`src/rtl/bf_pkg.sv`:
```
// bf_pkg: shared widths, sentinel distance and state encoding for the Bellman-Ford engine.
package bf_pkg;
  localparam int ADDR_W = 14;
  localparam int DATA_W = 16;
  localparam int DEPTH = 16384;
  localparam logic [DATA_W-1:0] INF = 16'hFFFF;
  typedef logic [ADDR_W-1:0] addr_t;
  typedef logic [DATA_W-1:0] dist_t;
  typedef enum logic [1:0] {IDLE, DRAIN, INIT, RUN} state_t;
endpackage

```
`src/rtl/relax_pipe.sv`:
```
// relax_pipe: two-stage read-compare-conditional-write relaxation pipeline with write forwarding.
module relax_pipe
  import bf_pkg::*;
(
  input  logic              clock,
  input  logic              reset_n,
  input  logic              acc_i,
  input  logic [ADDR_W-1:0] addr_i,
  input  logic [DATA_W-1:0] cand_i,
  input  logic [DATA_W-1:0] rdata_i,
  output logic [ADDR_W-1:0] raddr_o,
  output logic              we_o,
  output logic [ADDR_W-1:0] waddr_o,
  output logic [DATA_W-1:0] wdata_o,
  output logic              empty_o
);
  logic  s1_v_q, s2_v_q;
  addr_t s1_addr_q, s2_addr_q;
  dist_t s1_cand_q, s2_cand_q, s2_old_q;
  logic  fwd;
  assign we_o    = s2_v_q && (s2_cand_q < s2_old_q);
  assign waddr_o = s2_addr_q;
  assign wdata_o = s2_cand_q;
  assign raddr_o = s1_v_q ? s1_addr_q : '0;
  assign empty_o = !s1_v_q && !s2_v_q;
  // the SRAM read in S1 cannot yet see the write S2 commits at this same edge
  assign fwd     = we_o && (s2_addr_q == s1_addr_q);
  always_ff @(posedge clock) begin
    if (!reset_n) begin
      s1_v_q    <= 1'b0;
      s1_addr_q <= '0;
      s1_cand_q <= '0;
      s2_v_q    <= 1'b0;
      s2_addr_q <= '0;
      s2_cand_q <= '0;
      s2_old_q  <= '0;
    end else begin
      s1_v_q    <= acc_i;
      s1_addr_q <= acc_i ? addr_i : s1_addr_q;
      s1_cand_q <= acc_i ? cand_i : s1_cand_q;
      s2_v_q    <= s1_v_q;
      s2_addr_q <= s1_addr_q;
      s2_cand_q <= s1_cand_q;
      s2_old_q  <= fwd ? s2_cand_q : rdata_i;
    end
  end
endmodule

```
`src/rtl/dist_relax_ctrl.sv`:
```
// dist_relax_ctrl: distance-table init sequencer, relax-pipeline front end and change tracking.
module dist_relax_ctrl
  import bf_pkg::*;
(
  input  logic              clock,
  input  logic              reset_n,
  input  logic              init_start,
  input  logic [ADDR_W-1:0] init_src,
  output logic              init_done,
  output logic              busy,
  input  logic              req_valid,
  output logic              req_ready,
  input  logic [ADDR_W-1:0] req_addr,
  input  logic [DATA_W-1:0] req_dist,
  input  logic              clr_changed,
  output logic              changed,
  output logic [15:0]       upd_count,
  output logic [ADDR_W-1:0] sram_raddr,
  input  logic [DATA_W-1:0] sram_rdata,
  output logic              sram_we,
  output logic [ADDR_W-1:0] sram_waddr,
  output logic [DATA_W-1:0] sram_wdata
);
  state_t      state_q;
  addr_t       cnt_q, src_q, p_waddr;
  dist_t       p_wdata;
  logic        init_done_q, changed_q, p_we, p_empty, acc, init_wr, last, clr;
  logic [15:0] upd_q;
  assign req_ready  = (state_q == RUN) && !init_start;
  assign acc        = req_valid && req_ready;
  assign busy       = (state_q == DRAIN) || (state_q == INIT);
  assign init_wr    = state_q == INIT;
  assign last       = init_wr && (cnt_q == ADDR_W'(DEPTH - 1));
  assign clr        = clr_changed && (state_q != IDLE);
  assign sram_we    = init_wr || p_we;
  assign sram_waddr = init_wr ? cnt_q : p_waddr;
  assign sram_wdata = init_wr ? ((cnt_q == src_q) ? '0 : INF) : p_wdata;
  assign init_done  = init_done_q;
  assign changed    = changed_q;
  assign upd_count  = upd_q;
  relax_pipe u_pipe (
    .clock   (clock),
    .reset_n (reset_n),
    .acc_i   (acc),
    .addr_i  (req_addr),
    .cand_i  (req_dist),
    .rdata_i (sram_rdata),
    .raddr_o (sram_raddr),
    .we_o    (p_we),
    .waddr_o (p_waddr),
    .wdata_o (p_wdata),
    .empty_o (p_empty)
  );
  always_ff @(posedge clock) begin
    if (!reset_n) begin
      state_q     <= IDLE;
      cnt_q       <= '0;
      src_q       <= '0;
      init_done_q <= 1'b0;
      changed_q   <= 1'b0;
      upd_q       <= '0;
    end else begin
      init_done_q <= last;
      case (state_q)
        IDLE:  if (init_start) begin
          state_q <= INIT;
          src_q   <= init_src;
          cnt_q   <= '0;
        end
        RUN:   if (init_start) begin
          state_q <= DRAIN;
          src_q   <= init_src;
        end
        DRAIN: if (p_empty) begin
          state_q <= INIT;
          cnt_q   <= '0;
        end
        INIT:  begin
          cnt_q   <= cnt_q + 1'b1;
          state_q <= last ? RUN : INIT;
        end
      endcase
      // a clear coinciding with a write leaves that one write counted
      if (last || (clr && !p_we)) begin
        changed_q <= 1'b0;
        upd_q     <= '0;
      end else if (p_we) begin
        changed_q <= 1'b1;
        upd_q     <= clr ? 16'd1 : ((upd_q == 16'hFFFF) ? upd_q : upd_q + 16'd1);
      end
    end
  end
endmodule

```
`config.mk`:
```
export PLATFORM = sky130hd
export DESIGN_NAME = dist_relax_ctrl
export DESIGN_NICKNAME = d
export VERILOG_FILES = /design/src/rtl/bf_pkg.sv /design/src/rtl/relax_pipe.sv /design/src/rtl/dist_relax_ctrl.sv
export SDC_FILE = /design/constraint.sdc
export NUM_CORES = 1
export LEC_CHECK = 0
export ABC_AREA = 1
export BUFFER_PORTS_ARGS = -buffer_cell sky130_fd_sc_hd__buf_2
export CAP_MARGIN = 10
export CORE_UTILIZATION = 25
export DETAILED_ROUTE_END_ITERATION = 6
export PLACE_DENSITY = 0.48
export SLEW_MARGIN = 20
export SYNTH_ARGS = -nofsm -noshare
export SYNTH_HDL_FRONTEND = slang
export SYNTH_SLANG_ARGS = --single-unit
```
`constraint.sdc`:
```
create_clock -name clock -period 2.5 [get_ports clock]
set_input_delay 0.25 -clock clock [delete_from_list [all_inputs] [get_ports clock]]
set_output_delay 0.25 -clock clock [all_outputs]
set_load 0.02 [all_outputs]
```
==> summary.md <==
| Metric | Value |
|---|---|
| Status | completed |
| Highest Clock Rate | 434 MHz |
| Post-Synthesis Cells | 918 |
| Clk slew on worst S/H paths | 0.06 ns |
| Post-route ant nets | 0 |
| GRT Resource Usage Total | 0.146 |
| Clk buf depth | 2 |
| Ys Warns | 0 |
| Hold_buf cts | 0 |
| Top post-synthesis cells by area | dfxtp_1, nand2_1, nor2_1 |
| Register area share after synthesis | 0.409 |
| Vias in the first global route | ~5700 |
| Global-route wire length before repair | 29.1 mm |
| Die Wd | around 160 µm |
| RSZ-0062 raised after global routing | no |
| Top post-synthesis cells by count | nand2_1, nor2_1, inv_1 |
| CP bufs+invs | 2 |
| Nets@finish | 1143 |
| Largest net degree at the start of global routing | between 40 and 50 |
| Type of element launching the critical path | flop |
| # IOs | 130 |
| Crit path required time | 2.25 ns |
| Cts bufs inserted | 17 |
| Post-synthesis cell type count | 36 |
| Crit path kind | reg -> out |
| Count leader, synth | nand2_1 |
| Cell accounting for the most synthesized area | dfxtp_1 |
| Gates resized, CTS repair | 0 |
| Tmin final | 2.30 ns |
| Placeable Area | 0.0242 mm² |
| I/O Buffers | 129 |
| Critical Path Source | u_pipe.wdata_o[5] |
| Cell Rows | 57 |
| Crit Reg-Reg Startpoint | state_q[1] |
| Tightest Pin Transition | 0.722 ns |
| Placer Congestion | 0.865 |
| Final Non-Filler Cells | 1393 |
| Die Y | 159 µm |
| Initial core utilization | 0.254 |
| Hpwl dp | 13.6 mm |
| Average wire per cell in the routed design | about 13 µm |
| Post-detailed-routing wire length | between 15 and 20 mm |
| CTS tree | yes |
| Syn nets | around 1000 |
| Antenna violations before repair | 0 |
| Critical path peak fanout | 6 |
| Element type at the critical path end | output port |
| Mapped cell area | a little over 0.006 mm² |
| Max_slew headroom | 0.514 |
| Asr flop ratio synth | 0 |
| Pwr/cell area | about 650 mW/mm² |
| Total gr overflow | 0 |
| Max Cap Viol | 0 |
| CP max stage cell | dfxtp_1 |
| Seq cells post-synth | 126 |
| Layout area overhead | 27.2% |
| Fin. Hold Viols | 0 |
| Max Clock Skew | between 0.008 and 0.009 ns |
| CP Data Arrival Time | 2.05 ns |
| Clock root cell | clkbuf_16 |
| DRT Pass-1 Iters | 4 |
| Synth Flop Type | dfxtp_1 |
| Crit-path max cell delay | 0.33 ns |
| Period Utilization, post-route | 0.921 |
| Worst-Skew Late Latency | 0.42 ns |
| Synth Area per Inst | around 6.7 µm² |
| # clock sinks | 126 |
| Antenna Cells | 0 |
| Dpl cells | ~1400 |
| Final slew viol count | 0 |
| Hold path start | init_src[11] |
| Number of synthesized flops with an enable pin | 0 |
| Leakage power | between 4 and 5 nW |
| Post-CTS Setup Bufs | 0 |
| Maximum vdd drop | 0.371 mV |
| H-tree depth | 4 |
| Die area | 0.0253 mm² |
| Final setup fails | 0 |
| Total number of vias | 5924 |
| Largest delay share family, worst path | simple AND/OR/NAND/NOR gates |
| DR vias/cell | roughly 4.3 |
| DRC viols | 0 |
| HP Class | in -> reg |
| Final setup TNS | 0 ns |
| Starting DRT DRC Count | about 260 |
| Yosys top cell area share | 0.409 |
| Crit-path cells | ha_1 -> a21oi_1 -> nor2_1 -> nor3_1 -> nand2_1 -> nand2_2 -> buf_4 -> nand2_1 -> nand2_2 -> buf_4 |
| Share of post-route cells with drive strength above 1 | 0.196 |
==> cell usage in the layout, fill, tap and decap left out, types with 4 or more instances in the layout <==
master / instances
nand2_1: 227
nor2_1: 154
inv_1: 129
buf_2: 128
dfxtp_1: 126
a21oi_1: 70
o21ai_0: 34
nand3_1: 23
buf_4: 23
nand4_1: 22
ha_1: 22
clkbuf_16: 17
xor2_1: 11
nor3_1: 11
inv_2: 9
o21ai_1: 6
xnor2_1: 5
nor4_1: 4
nand2_2: 4
clkinv_4: 4
==> worst reg2reg max path, cell delays in order (launching register included) <==
cell and delay (ns):
dfxtp_1 0.39, ha_1 0.28, inv_2 0.04, nor2_1 0.26, nand2_1 0.26, nor2_1 0.19, inv_1 0.06, buf_4 0.25
a21oi_1 0.19
==> where the power goes <==
part / internal (W) / switching (W) / leakage, nW / total, W
registers: 0.00207 / 0.0000354 / 1.02 / 0.00210
clock network: 0.00150 / 0.000945 / 0.279 / 0.00244
logic: 0.000193 / 0.000352 / 2.80 / 0.000545
total: 0.00376 / 0.00133 / 4.11 / 0.00509
==> stage by stage <==
step / instance area, µm² / util / total power [W] / setup WS [ns] / hold WS (ns)
floorplan: 6160 / - / 0.00247 / 0.548 / 0.385
global placement: 7240 / 0.299 / 0.00269 / 0.463 / 0.416
detailed placement: 7240 / 0.299 / 0.00270 / 0.454 / 0.420
CTS: 7830 / 0.323 / 0.00516 / 0.0469 / 0.0439
global route: 7840 / 0.323 / 0.00533 / 0.0103 / 0.0495
finish: 7840 / 0.323 / 0.00509 / 0.198 / 0.0586
==> path summary, 6_finish.rpt <==
kind / endpoint / slack, ns / cells after the start
setup / recovery: sram_we / 0.20 / 10
hold / removal: src_q[11] / 0.06 / 3
setup reg to reg: u_pipe.s1_addr_q[5] / 0.52 / 8
hold reg to reg: u_pipe.wdata_o[5] / 0.43 / 2
==> sequential cells by signal, summed over array words and instances (netlist names) <==
register	cells
u_pipe.s1_cand_q	16
u_pipe.s2_old_q	16
u_pipe.wdata_o	16
upd_count	16
cnt_q	14
src_q	14
u_pipe.s1_addr_q	14
u_pipe.waddr_o	14
state_q	2
changed	1
init_done	1
u_pipe.s1_v_q	1
u_pipe.s2_v_q	1
==> logic make-up (layout without fill, tap and decap cells) <==
kind of cell             after synthesis  after routing  synth area share
buffers and inverters                173            324             0.109
AND/OR/NAND/NOR                      463            463             0.315
adder cells (fa/ha/maj)               22             22            0.0447
AO/OA/AOI/OAI                        118            118            0.0997
XOR/XNOR                              16             16            0.0227
flip-flops                           126            126             0.409
==> layer usage <==
layer | track usage | routed length (µm) | share of wire
met1 | 0.192 | 8960 | 0.49
met2 | 0.237 | 8260 | 0.46
met3 | 0.0300 | 625 | 0.034
met4 | 0.0472 | 283 | 0.016
met5 | 0 | 0 | 0
==> area by class of cell <==
type | count | area, µm²
Timing Repair Buffer | 152 | 825
Clock inverter | 13 | 141
Sequential cell | 126 | 2520
Inverter | 140 | 526
Multi-Input combinational cell | 619 | 2980
Tap cell | 324 | 405
Clock buffer | 19 | 443
Fill cell | 2744 | 16400
No activity file was read; power rests on OpenSTA's default activity.
